**src/rtl/t05_find_least.sv**
```systemverilog
// ---------------------------------------------------------------------------
// t05_find_least
//
// Scans the 256-entry character histogram in SRAM in ascending address order
// and reports the two least-frequent non-zero characters with their counts.
// The Huffman tree builder uses this pair to merge nodes. A one-cycle start
// pulse begins the scan. The block drives the SRAM port only while busy.
//
// Parameters
//   SRAM_LAT    cycles from the read-issue cycle until sram_in is valid (>= 1)
//
// Ports
//   clk          system clock
//   rst          synchronous, active-high reset
//   start        begin a scan (sampled only while idle)
//   sram_in      SRAM read data
//   hist_addr    SRAM address
//   sram_out     SRAM write data (always zero)
//   wr_r_en      SRAM command: 0 = read, 1 = write, 3 = idle
//   least1_char  address of the smallest non-zero count
//   least1_cnt   count of least1_char
//   least2_char  address of the second-smallest non-zero count
//   least2_cnt   count of least2_char
//   nonzero      number of non-zero entries seen so far (0..256)
//   err          fewer than two non-zero entries were found
//   busy         high from ISSUE through DONE
//   done         one-cycle completion pulse
//
// Optional feature (macro T05_FIND_LEAST_ZERO_OUT_EN)
//   When defined, the scan is followed by two write slots that clear the
//   histogram entries of the two minima. A later run then yields the next
//   pair of minima. A slot whose minimum is empty still takes one cycle but
//   issues no write. Without the macro the block never writes.
// ---------------------------------------------------------------------------
module t05_find_least #(
  parameter int SRAM_LAT = 2
) (
  input  logic        clk,
  input  logic        rst,
  input  logic        start,
  input  logic [31:0] sram_in,
  output logic [7:0]  hist_addr,
  output logic [31:0] sram_out,
  output logic [1:0]  wr_r_en,
  output logic [7:0]  least1_char,
  output logic [31:0] least1_cnt,
  output logic [7:0]  least2_char,
  output logic [31:0] least2_cnt,
  output logic [8:0]  nonzero,
  output logic        err,
  output logic        busy,
  output logic        done
);

  localparam logic [1:0] CMD_READ  = 2'd0;
  localparam logic [1:0] CMD_WRITE = 2'd1;
  localparam logic [1:0] CMD_IDLE  = 2'd3;

  // WAIT lasts SRAM_LAT-1 cycles. The counter runs 0..SRAM_LAT-2.
  localparam int WAIT_W = (SRAM_LAT > 2) ? $clog2(SRAM_LAT) : 1;
  localparam logic [WAIT_W-1:0] WAIT_LAST =
    (SRAM_LAT > 1) ? WAIT_W'(SRAM_LAT - 2) : '0;

  typedef enum logic [2:0] {
    S_IDLE,
    S_ISSUE,
    S_WAIT,
    S_COMPARE,
`ifdef T05_FIND_LEAST_ZERO_OUT_EN
    S_ZERO1,
    S_ZERO2,
`endif
    S_DONE
  } state_t;

  state_t state, state_nxt;

  logic [7:0]        idx;
  logic [WAIT_W-1:0] wait_cnt;

  // Working minima. The valid flags mark a slot that holds an entry.
  logic [7:0]  min1_char, min2_char;
  logic [31:0] min1_cnt,  min2_cnt;
  logic        min1_vld,  min2_vld;

  logic [7:0]  min1_char_nxt, min2_char_nxt;
  logic [31:0] min1_cnt_nxt,  min2_cnt_nxt;
  logic        min1_vld_nxt,  min2_vld_nxt;
  logic [8:0]  nonzero_nxt;

  // Count sampled in COMPARE.
  logic [31:0] cnt_p0;

  // Strict unsigned ordering. On equal counts the entry already held (lower
  // address, since the scan ascends) keeps its slot.
  function automatic logic is_less(input logic [31:0] a, input logic [31:0] b);
    return a < b;
  endfunction

  assign cnt_p0   = sram_in;
  assign sram_out = 32'd0;

  // ---- state register ----
  always_ff @(posedge clk) begin
    if (rst) begin
      state <= S_IDLE;
    end else begin
      state <= state_nxt;
    end
  end

  // ---- next state and SRAM command ----
  always_comb begin
    state_nxt = state;
    hist_addr = 8'd0;
    wr_r_en   = CMD_IDLE;
    busy      = 1'b1;
    done      = 1'b0;
    case (state)
      S_IDLE: begin
        busy = 1'b0;
        if (start) begin
          state_nxt = S_ISSUE;
        end
      end
      S_ISSUE: begin
        hist_addr = idx;
        wr_r_en   = CMD_READ;
        if (SRAM_LAT > 1) begin
          state_nxt = S_WAIT;
        end else begin
          state_nxt = S_COMPARE;
        end
      end
      S_WAIT: begin
        if (wait_cnt == WAIT_LAST) begin
          state_nxt = S_COMPARE;
        end
      end
      S_COMPARE: begin
        if (idx == 8'hFF) begin
`ifdef T05_FIND_LEAST_ZERO_OUT_EN
          state_nxt = S_ZERO1;
`else
          state_nxt = S_DONE;
`endif
        end else begin
          state_nxt = S_ISSUE;
        end
      end
`ifdef T05_FIND_LEAST_ZERO_OUT_EN
      S_ZERO1: begin
        if (min1_vld) begin
          hist_addr = min1_char;
          wr_r_en   = CMD_WRITE;
        end
        state_nxt = S_ZERO2;
      end
      S_ZERO2: begin
        if (min2_vld) begin
          hist_addr = min2_char;
          wr_r_en   = CMD_WRITE;
        end
        state_nxt = S_DONE;
      end
`endif
      S_DONE: begin
        done      = 1'b1;
        state_nxt = S_IDLE;
      end
      default: begin
        state_nxt = S_IDLE;
      end
    endcase
  end

  // ---- minima update ----
  always_comb begin
    min1_char_nxt = min1_char;
    min1_cnt_nxt  = min1_cnt;
    min1_vld_nxt  = min1_vld;
    min2_char_nxt = min2_char;
    min2_cnt_nxt  = min2_cnt;
    min2_vld_nxt  = min2_vld;
    nonzero_nxt   = nonzero;
    if (state == S_IDLE && start) begin
      min1_char_nxt = 8'd0;
      min1_cnt_nxt  = 32'd0;
      min1_vld_nxt  = 1'b0;
      min2_char_nxt = 8'd0;
      min2_cnt_nxt  = 32'd0;
      min2_vld_nxt  = 1'b0;
      nonzero_nxt   = 9'd0;
    end else if (state == S_COMPARE && cnt_p0 != 32'd0) begin
      nonzero_nxt = nonzero + 9'd1;
      if (!min1_vld || is_less(cnt_p0, min1_cnt)) begin
        // New smallest: the old smallest slides down to second place.
        min2_char_nxt = min1_char;
        min2_cnt_nxt  = min1_cnt;
        min2_vld_nxt  = min1_vld;
        min1_char_nxt = idx;
        min1_cnt_nxt  = cnt_p0;
        min1_vld_nxt  = 1'b1;
      end else if (!min2_vld || is_less(cnt_p0, min2_cnt)) begin
        min2_char_nxt = idx;
        min2_cnt_nxt  = cnt_p0;
        min2_vld_nxt  = 1'b1;
      end
    end
  end

  // ---- control and result registers ----
  always_ff @(posedge clk) begin
    if (rst) begin
      idx         <= 8'd0;
      wait_cnt    <= '0;
      min1_vld    <= 1'b0;
      min2_vld    <= 1'b0;
      nonzero     <= 9'd0;
      err         <= 1'b0;
      least1_char <= 8'd0;
      least1_cnt  <= 32'd0;
      least2_char <= 8'd0;
      least2_cnt  <= 32'd0;
    end else begin
      min1_vld <= min1_vld_nxt;
      min2_vld <= min2_vld_nxt;
      nonzero  <= nonzero_nxt;
      case (state)
        S_IDLE: begin
          if (start) begin
            idx         <= 8'd0;
            err         <= 1'b0;
            least1_char <= 8'd0;
            least1_cnt  <= 32'd0;
            least2_char <= 8'd0;
            least2_cnt  <= 32'd0;
          end
        end
        S_ISSUE: begin
          wait_cnt <= '0;
        end
        S_WAIT: begin
          wait_cnt <= wait_cnt + WAIT_W'(1);
        end
        S_COMPARE: begin
          if (idx != 8'hFF) begin
            idx <= idx + 8'd1;
          end
        end
        default: begin
        end
      endcase
      // Results appear together with the done pulse. They are taken from the
      // post-update minima because the final COMPARE may still change them.
      if (state_nxt == S_DONE) begin
        least1_char <= min1_char_nxt;
        least1_cnt  <= min1_cnt_nxt;
        least2_char <= min2_char_nxt;
        least2_cnt  <= min2_cnt_nxt;
        err         <= (nonzero_nxt < 9'd2);
      end
    end
  end

  // ---- working minima data ----
  always_ff @(posedge clk) begin
    min1_char <= min1_char_nxt;
    min1_cnt  <= min1_cnt_nxt;
    min2_char <= min2_char_nxt;
    min2_cnt  <= min2_cnt_nxt;
  end

endmodule

```
**config.mk**
```make
export PLATFORM = sky130hd
export DESIGN_NAME = t05_find_least
export DESIGN_NICKNAME = d
export VERILOG_FILES = /design/src/rtl/t05_find_least.sv
export SDC_FILE = /design/constraint.sdc
export NUM_CORES = 1
export LEC_CHECK = 0
export CAP_MARGIN = 20
export CELL_PAD_IN_SITES_DETAIL_PLACEMENT = 0
export CELL_PAD_IN_SITES_GLOBAL_PLACEMENT = 1
export CORE_MARGIN = 2
export CORE_UTILIZATION = 47
export CTS_CLUSTER_DIAMETER = 50
export DETAILED_ROUTE_END_ITERATION = 10
export DONT_BUFFER_PORTS = 1
export GPL_TIMING_DRIVEN = 0
export PLACE_DENSITY_LB_ADDON = 0.1
export SYNTH_ARGS = -nofsm -noshare
export SYNTH_HDL_FRONTEND = slang
export SYNTH_SLANG_ARGS = --single-unit
```
**constraint.sdc**
```tcl
create_clock -name clk -period 3.54 [get_ports clk]
set_clock_uncertainty 0.05 [all_clocks]
set_input_delay 0.708 -clock clk [delete_from_list [all_inputs] [get_ports clk]]
set_output_delay 0.708 -clock clk [all_outputs]
set_load 0.02 [all_outputs]
```
==> results of run 1 <==
logic make-up (layout without fill, tap and decap cells):
logic type	count (synthesis)	after routing
AO/OA/AOI/OAI	293	293
AND/OR/NAND/NOR	259	259
flip-flops	184	184
buffers and inverters	167	198
adder cells (fa/ha/maj)	64	64
XOR/XNOR	14	14
multiplexers	11	11
other	1	32
state kept, by name (all words and copies together) (netlist names), 3 cells and up:
name and count:
min1_char 8, min1_cnt 32, idx 8, least1_cnt 32
min2_char 8, least1_char 8, nonzero 9, state 3
min2_cnt 32, least2_cnt 32, least2_char 8
worst paths after layout:
path / start / to / slack (ns)
setup / recovery: min2_cnt[7]$_DFF_P_ / least2_cnt[14]$_SDFFE_PP0P_ / 0.20
hold / removal: rst / wait_cnt$_SDFFE_PP0P_ / 0.28
setup reg to reg: min2_cnt[7]$_DFF_P_ / least2_cnt[14]$_SDFFE_PP0P_ / 0.20
hold reg to reg: min1_cnt[31]$_DFF_P_ / min2_cnt[31]$_DFF_P_ / 0.44
cell usage after synthesis (6+ instances only):
cell,instances
dfxtp_1,184
a21oi_1,123
nor2_1,111
o21ai_0,94
nand2_1,77
inv_1,74
ha_1,64
clkbuf_1,42
buf_4,36
a222oi_1,34
nand4_1,13
buf_2,12
mux2i_1,10
nor4_1,9
nor2b_1,8
nor3_1,8
xnor2_1,8
and2_1,7
xor2_1,6
routing by layer:
metal	track usage, %	vias up	share of wire (%)
met2	40.0	197	46
met1	32.2	3246	46
met5	0	-	0
met4	6.61	0	1.3
li1	-	3533	-
met3	6.58	18	6.7
power by group:
part | internal [W] | total [W] | switching (W)
registers | 0.00213 | 0.00217 | 0.0000361
logic | 0.000208 | 0.000671 | 0.000463
clock network | 0.00122 | 0.00205 | 0.000829
final cells by class:
type / instances / area, um2
clock inverter: 10 / 166
inverter: 74 / 278
buffer: 93 / 507
clock buffer: 21 / 460
multi-input combinational: 673 / 4120
tap: 229 / 287
sequential: 184 / 3680
fill: 1746 / 8340
critical path: cells and delay by family (launching register included):
kind,cells,cell delay [ns]
simple gates,1,0.19
buf+inv,3,0.56
compound gates,7,1.79
fa+ha+maj,1,0.28
flops,1,0.34
metrics by stage:
stage          utilization [%]  power (W)  area, um2  TNS, ns
2_1_floorplan                -    0.00269       8580        0
3_3_place_gp              49.7    0.00288       8860   -0.801
3_5_place_dp              49.7    0.00288       8860   -0.444
4_1_cts                   53.2    0.00491       9490        0
5_1_grt                   53.3    0.00510       9500        0
6_report                  53.3    0.00489       9500        0
==> results.md, run 1 <==
* Std cell rows at 49
* Critical path's largest stage delay at 0.42 ns
* CTS Hold Bufs at 0
* Hold slack at 0.285 ns
* CTS tree: done
* Synthesis-to-layout area growth at 12.3%
* Port Buffers at 0
* Cells after synthesis at 993
* Clk slew on worst S/H paths at 0.07 ns
* Total routed wirelength at 23.4 mm
* Sequential share of the synthesized area at 43.5%
* # clock sinks at 184
* Post-synthesis mux area share at 1.32%
* Post-DRT Antenna Nets at 0
* Global route overflow at 0
* Power Density at 515 nW/um2
* Final HPWL DP at 17.6 mm
* Seq cells post-synth at 184
* Tot GR Track Use at 24.5%
* Fin crit period at 3.34 ns
* CP endpoint kind: flip-flop
* Max Freq at 299 MHz
* Setup bufs post-CTS at 0
* Largest net degree at the start of global routing at 17
* Ys Warns at 0
* Leakage at 3.63 nW
* TritonCTS Buffers at 17
* Final Setup Violations at 0
* Largest family of logic cells by synthesized area: compound AO/OA/AOI/OAI gates
* Most frequent cells in the layout: dfxtp_1, a21oi_1, nor2_1
* Vias at 6994
* RSZ-0062 raised after global routing: false
* Max Cap Viol at 0
* Initial Utilization at 47.4%
* Status: complete, no violations
* Max-slew violation count at 0
* Placed Cells at 1253
* Peak VDD IR at 0.334 mV
* Cell Count, Final, Fillers Out at 1284
* Core area at 17800 um2
* Crit path kind: reg -> reg
* Vias per Instance at 5.45
* Compound-cell area share of the yosys netlist at 21.2%
* Hold depth at 1
* Worst Hold Class: in -> reg
* Routed len/inst at 18.3 um
* Critical Path Slowest Stage Cell: a222oi_1
* Vias in the first global route at 6687
* Drt drc at 0
* Relative slew slack at 45.0%
* Xor/xnor share of the synthesized area at 1.45%
* Fin crit share at 94.4%
* Skew-Pair Late Insertion Delay at 0.43 ns
* Initial antenna violation count at 0
* Final Worst Setup Slack at 0.198 ns
* Post-synth EDFFs at 0
* First-pass DRT Iterations at 8
* CP Cell Sequence: inv_1 > ha_1 > and3_1 > a221oi_1 > o31ai_1 > a221o_1 > a41oi_2 > o21ai_1 > buf_2 > buf_2 > a222oi_1 > a21oi_1
* Cell count of the worst reg-to-reg path at 12
* I/O Pins at 169
* Final nets at 1142
* WP data required at 3.78 ns
* Synth area leaders: dfxtp_1, ha_1, a21oi_1
* Final Wtd Congestion at 0.831
* Antenna diode instance count at 0
* Commonest non-fill, non-tap cell in the layout: dfxtp_1
* DRT iter0 DRCs at 586
* Netlist cell types at 54
* Root buf cell: clkbuf_16
* # resized after CTS at 0
* Worst-path fanout max at 10
* Synth top area share at 43.5%
* Worst slew pin tran at 0.822 ns
* Global-route wire length before repair at 37.2 mm
* Synth Cell Area at 8460 um2
* Synth async-reset ratio at 0%
* Share of cells above drive strength 1 at 7.96%
* Critical path's most frequent cell: buf_2
* Die width at 138 um
* Die height at 138 um
* Synth Area in Simple Gates at 13.7%
* Post-synth top flop: dfxtp_1
* Average size of a mapped cell at 8.52 um2
* Die ar. at 19100 um2
* Yosys top cell by area: dfxtp_1
* Setup slack after placement at -0.0897 ns
* Final Hold Fails at 0
* CP Launch Type: flip-flop
* Worst EP arrival at 3.58 ns
* Fraction of the mapped netlist area in adder cells at 9.46%
* H-tree depth at 4
* CTS Buffer Depth at 2
No activity file was read; power rests on OpenSTA's default activity.
==> run 2, diff against run 1 <==
--- a/config.mk
+++ b/config.mk
@@ -18,3 +18,4 @@
 export SYNTH_ARGS = -nofsm -noshare
 export SYNTH_HDL_FRONTEND = slang
 export SYNTH_SLANG_ARGS = --single-unit
+export TNS_END_PERCENT = 5
==> constraint.sdc (replaced) <==
create_clock -name clk -period 3.54 [get_ports clk]
set_clock_uncertainty 0.05 [all_clocks]
set_input_delay 0.708 -clock clk [delete_from_list [all_inputs] [get_ports clk]]
set_output_delay 0.708 -clock clk [all_outputs]
set_load 0.1 [all_outputs]
==> run 2 against run 1 <==
- non-clock buffer count decreased by 1
- global-route usage unchanged
- critical path type is now reg -> out
- critical path depth decreased by 9
- critical endpoint is now hist_addr[3]
==> results.md, run 2 (synthesis gave the netlist of run 1 again) <==
* Final Hold Fails at 0 (unchanged)
* Worst EP arrival at 2.61 ns (-0.97 ns)
* CP endpoint kind: output port
* DR WL met3 at 1.68 mm (+6.7%)
* Total routed wirelength at 23.6 mm (+0.47%)
* Initial antenna violation count at 0 (unchanged)
* Peak VDD IR at 0.331 mV (-1.0%)
* Vias per Instance at 5.45 (about the same)
* H-tree depth at 4 (unchanged)
* Final Wtd Congestion at 0.831 (unchanged)
* Relative slew slack at 24.2% (-21 points)
* I/O Pins at 169 (unchanged)
* Routed len/inst at 18.4 um (+0.55%)
* Tot GR Track Use at 24.5% (unchanged)
* Global-route wire length before repair at 37.3 mm (+0.24%)
* Setup bufs post-CTS at 0 (unchanged)
* Die ar. at 19100 um2 (unchanged)
* Vias in the first global route at 6703 (+0.24%)
* Final HPWL DP at 17.6 mm (about the same)
* Max Freq at 297 MHz (-0.89%)
* Skew-Pair Late Insertion Delay at 0.43 ns (about the same)
* Core area at 17800 um2 (unchanged)
* Final nets at 1141 (-0.088%)
* Crit path kind: reg -> out
* Max-slew violation count at 0 (unchanged)
* Hold Startpoint: rst
* Global route overflow at 0 (unchanged)
* Root buf cell: clkbuf_16
* Std cell rows at 49 (unchanged)
* Worst r2r src: min2_cnt[7]$_DFF_P_
* Max Cap Viol at 0 (unchanged)
* Worst-path fanout max at 8 (-2)
* Final Setup Violations at 0 (unchanged)
* Commonest non-fill, non-tap cell in the layout: dfxtp_1
* Vias at 6986 (-0.11%)
* First-pass DRT Iterations at 6 (-2)
* Power Density at 534 nW/um2 (+3.7%)
* WP data required at 2.78 ns (-1.00 ns)
* Met1 Wirelength at 10.7 mm (-0.47%)
* Antenna diode instance count at 0 (unchanged)
* Die height at 138 um (unchanged)
* Fin crit period at 3.37 ns (+0.0300 ns)
* Largest net degree at the start of global routing at 17 (unchanged)
* Post-DRT Antenna Nets at 0 (unchanged)
* Port Buffers at 0 (unchanged)
* Worst slew pin tran at 1.13 ns (+0.313 ns)
* RSZ-0062 raised after global routing: false
* Status: complete, no violations
* Placed Cells at 1253 (unchanged)
* Met2 WL at 10.9 mm (+0.61%)
* DRT iter0 DRCs at 577 (-1.5%)
* Highest Signal Layer: met4
* CP startpoint: state[0]$_SDFF_PP0_
* Initial Utilization at 47.4% (unchanged)
* Clk slew on worst S/H paths at 0.07 ns (about the same)
* Cell Area, Placed at 8870 um2 (+0.11%)
* Drt drc at 0 (unchanged)
* Cell Count, Final, Fillers Out at 1283 (-0.078%)
* CTS Buffer Depth at 2 (unchanged)
* Fin area at 9540 um2 (+0.43%)
* Worst Hold Class: in -> reg
* # clock sinks at 184 (unchanged)
* Die width at 138 um (unchanged)
* CTS tree: done
* Fin crit share at 95.3% (+0.85 points)
* Leakage at 3.63 nW (about the same)
* Share of cells above drive strength 1 at 8.54% (+0.58 points)
* CTS Hold Bufs at 0 (unchanged)
* TritonCTS Buffers at 17 (unchanged)
* Synthesis-to-layout area growth at 12.8%
* CP Launch Type: flip-flop
* Most frequent cells in the layout: dfxtp_1, a21oi_1, nor2_1
[run 2: cell types whose count changed in the layout (fill, tap and decap cells not counted)]
cell,delta
clkbuf_1,-1
clkinvlp_4,+1
inv_1,-1
nor2_1,-4
nor2_4,+4
nor3b_1,-1
nor3b_4,+1
[run 2: area by class of cell]
| class | count | area (um2) |
|---|---|---|
| Fill cell | 1730 | 8300 |
| Multi-Input combinational cell | 673 | 4160 |
| Sequential cell | 184 | 3680 |
| Buffer | 92 | 503 |
| Clock buffer | 21 | 460 |
| Tap cell | 229 | 287 |
| Inverter | 74 | 282 |
| Clock inverter | 10 | 166 |
[run 2: repair_timing]
item | in CTS | in global routing
setup endpoints to repair | 4 | 5
pin swaps | 1 | 1
gates resized for setup | 7 | 1
[run 2: critical path: stages (launching register included)]
cell,delay [ns]
dfxtp_1,0.47
nor3b_4,0.34
clkinvlp_4,0.62
nor2_4,0.75
[run 2: worst paths after layout]
check / end / slack [ns] / cells past startpoint
worst max-delay path: hist_addr[3] / 0.17 / 3
worst min-delay path: wait_cnt$_SDFFE_PP0P_ / 0.29 / 1
worst max register to register: least2_cnt[14]$_SDFFE_PP0P_ / 0.20 / 12
worst min register to register: min2_cnt[31]$_DFF_P_ / 0.44 / 2
[run 2: power by group]
part           total, W  switching [W]  internal (W)
Sequential      0.00218      0.0000464       0.00213
Clock           0.00206       0.000839       0.00122
Combinational  0.000854       0.000642      0.000212
[run 2: per-stage QoR]
stage	setup TNS, ns	power, W	worst slack [ns]	util [%]	hold slack, ns
2_1_floorplan	-0.00717	0.00287	-0.00179	-	0.394
3_3_place_gp	-1.78	0.00306	-0.274	49.7	0.419
3_5_place_dp	-0.441	0.00306	-0.0895	49.7	0.417
4_1_cts	0	0.00511	0.0231	53.5	0.278
5_1_grt	0	0.00530	0.00845	53.5	0.274
6_report	0	0.00509	0.168	53.5	0.285
[run 2: routing by layer]
metal	vias to the layer above	track usage, %
li1	3528	-
met1	3233	32.1
met2	206	40.0
met3	19	7.14
met4	0	6.02
met5	-	0
==> run 3, diff against run 2 <==
--- a/config.mk
+++ b/config.mk
@@ -9,10 +9,11 @@
 export CELL_PAD_IN_SITES_DETAIL_PLACEMENT = 0
 export CELL_PAD_IN_SITES_GLOBAL_PLACEMENT = 1
 export CORE_MARGIN = 2
-export CORE_UTILIZATION = 47
+export CORE_UTILIZATION = 35
 export CTS_CLUSTER_DIAMETER = 50
 export DETAILED_ROUTE_END_ITERATION = 10
 export DONT_BUFFER_PORTS = 1
+export GPL_ROUTABILITY_DRIVEN = 0
 export GPL_TIMING_DRIVEN = 0
 export PLACE_DENSITY_LB_ADDON = 0.1
 export SYNTH_ARGS = -nofsm -noshare
==> run 3 against run 2 <==
- sequential power hardly changed
- largest power group unchanged
- largest cell class unchanged
- critical path depth unchanged
- power shrank 1.6%
- highest routed layer unchanged
==> results.md, run 3 (synthesis gave the netlist of run 1 again) <==
* Vias at 7047 (+0.87%)
* CP Buf/Inv Count at 1 (unchanged)
* Cell family with most CP delay: simple AND/OR/NAND/NOR gates
* Relative slew slack at 24.2% (-0.052 points)
* Fin util at 40.8% (-13 points)
* H-tree depth at 4 (unchanged)
* Crit path kind: reg -> out
* CTS Hold Bufs at 0 (unchanged)
* Clk slew on worst S/H paths at 0.07 ns (about the same)
* # clock sinks at 184 (unchanged)
* Most frequent cells in the layout: dfxtp_1, a21oi_1, nor2_1
* RSZ-0062 raised after global routing: false
* Hold slack at 0.289 ns (+0.00357 ns)
* Vias per Instance at 5.13 (-5.8%)
* Peak VDD IR at 0.207 mV (-37%)
* Pwr Total at 0.00501 W (-1.6%)
* Routed len/inst at 19.1 um (+4.0%)
* DRT iter0 DRCs at 501 (-13%)
* Worst EP arrival at 2.62 ns (about the same)
* Die height at 159 um (+15%)
* Critical Path Slowest Stage Cell: nor2_4
* CTS tree: done
* Final HPWL DP at 19.4 mm (+10%)
* CP endpoint kind: output port
* CP Launch Type: flip-flop
* Worst-path fanout max at 8 (unchanged)
* Initial antenna violation count at 0 (unchanged)
* TritonCTS Buffers at 17 (unchanged)
* Fin crit period at 3.37 ns (+0.00254 ns)
* Max Freq at 296 MHz (about the same)
* Largest net degree at the start of global routing at 17 (unchanged)
* Critical path's largest stage delay at 0.74 ns (about the same)
* Final nets at 1143 (+0.18%)
* Vias in the first global route at 6920 (+3.2%)
* Worst slew pin tran at 1.14 ns (+0.000778 ns)
* Drt drc at 0 (unchanged)
* Port Buffers at 0 (unchanged)
* Initial Utilization at 35.8% (-12 points)
* Max-slew violation count at 0 (unchanged)
* Final Hold Fails at 0 (unchanged)
* FILL cells at 2483 (+44%)
* Die ar. at 25400 um2 (+33%)
* Total routed wirelength at 26.2 mm (+11%)
* Std cell rows at 56 (+14%)
* Max Cap Viol at 0 (unchanged)
* Leakage at 3.61 nW (-0.57%)
* Synthesis-to-layout area growth at 13.8%
* CP Cell Sequence: nor3b_4 > clkinvlp_4 > nor2_4
* CTS Buffer Depth at 2 (unchanged)
* Antenna diode instance count at 0 (unchanged)
* Setup TNS Final at 0 ns (unchanged)
* Fin crit share at 95.3% (about the same)
* WP data required at 2.78 ns (about the same)
* Final Setup Violations at 0 (unchanged)
* Power Density at 521 nW/um2 (-2.5%)
* First-pass DRT Iterations at 8 (+2)
* Skew-Pair Late Insertion Delay at 0.43 ns (about the same)
* Die width at 159 um (+15%)
* Root buf cell: clkbuf_16
* Global-route wire length before repair at 40.4 mm (+8.2%)
* Tot GR Track Use at 20.4% (-4.1 points)
* Global route overflow at 0 (unchanged)
* Post-DRT Antenna Nets at 0 (unchanged)
* Commonest non-fill, non-tap cell in the layout: dfxtp_1
* Core area at 23600 um2 (+32%)
* Worst Hold Class: in -> reg
* I/O Pins at 169 (unchanged)
* Status: complete, no violations
* Share of cells above drive strength 1 at 8.63% (+0.087 points)
[run 3: cell count changes in the layout (fill, tap and decap cells not counted)]
cell / before / now
clkbuf_8: 2 / 0
o21ai_2: 0 / 1
buf_4: 36 / 38
clkinvlp_4: 3 / 5
bufinv_16: 4 / 3
clkbuf_1: 43 / 44
o21ai_1: 2 / 1
clkinv_2: 1 / 0
[run 3: path summary, 6_finish.rpt]
path / startpoint / end / slack [ns] / cells after the start
worst max-delay path: state[0]$_SDFF_PP0_ / hist_addr[6] / 0.17 / 3
worst min-delay path: rst / wait_cnt$_SDFFE_PP0P_ / 0.29 / 1
worst max register to register: min2_cnt[7]$_DFF_P_ / least2_cnt[15]$_SDFFE_PP0P_ / 0.22 / 13
worst min register to register: min1_cnt[31]$_DFF_P_ / min2_cnt[31]$_DFF_P_ / 0.43 / 2
[run 3: power by group]
part	total (W)	switching [W]	internal, W
Combinational	0.000870	0.000655	0.000215
Sequential	0.00218	0.0000467	0.00213
Clock	0.00197	0.000854	0.00111
[run 3: area by class of cell]
class                   count  area (um2)  area share, %
well taps                 319         399           4.15
plain buffers              92         503           5.22
clock inverters            10         146           1.52
flip-flops and latches    184        3680           38.3
repair buffers              2        15.0          0.156
inverters                  74         282           2.92
clock buffers              20         437           4.53
multi-input cells         673        4160           43.2
[run 3: metrics by stage]
stage / area, um2 / instances / setup slack [ns]
global route: 9630 / 1374 / 0.0139
global placement: 8980 / 1343 / -0.254
CTS: 9570 / 1373 / -0.291
floorplan: 8580 / 1024 / -0.00179
detailed placement: 8990 / 1343 / -0.204
finish: 9630 / 1374 / 0.166
[run 3: worst reg2reg max path, stage by stage, from the launching register on]
cell	delay, ns
dfxtp_1	0.33
inv_1	0.05
ha_1	0.28
and3_1	0.20
a221oi_1	0.33
o31ai_1	0.16
a221o_1	0.37
a41oi_2	0.26
o21ai_2	0.13
buf_2	0.27
buf_2	0.25
a222oi_1	0.28
buf_4	0.19
a21oi_1	0.06
[run 3: repair_timing]
action,in CTS,in global routing
pin swaps,0,2
endpoints found under the setup margin,4,34
gates resized for setup,0,9
buffers inserted,0,2
gates cloned,0,0
[run 3: layer usage]
metal / vias up / GRT usage, % / wire (um)
met2: 197 / 33.1 / 11900
met4: 0 / 4.46 / 295
met5: - / 0 / 0
li1: 3534 / - / -
met1: 3298 / 26.9 / 12300
met3: 18 / 5.83 / 1780
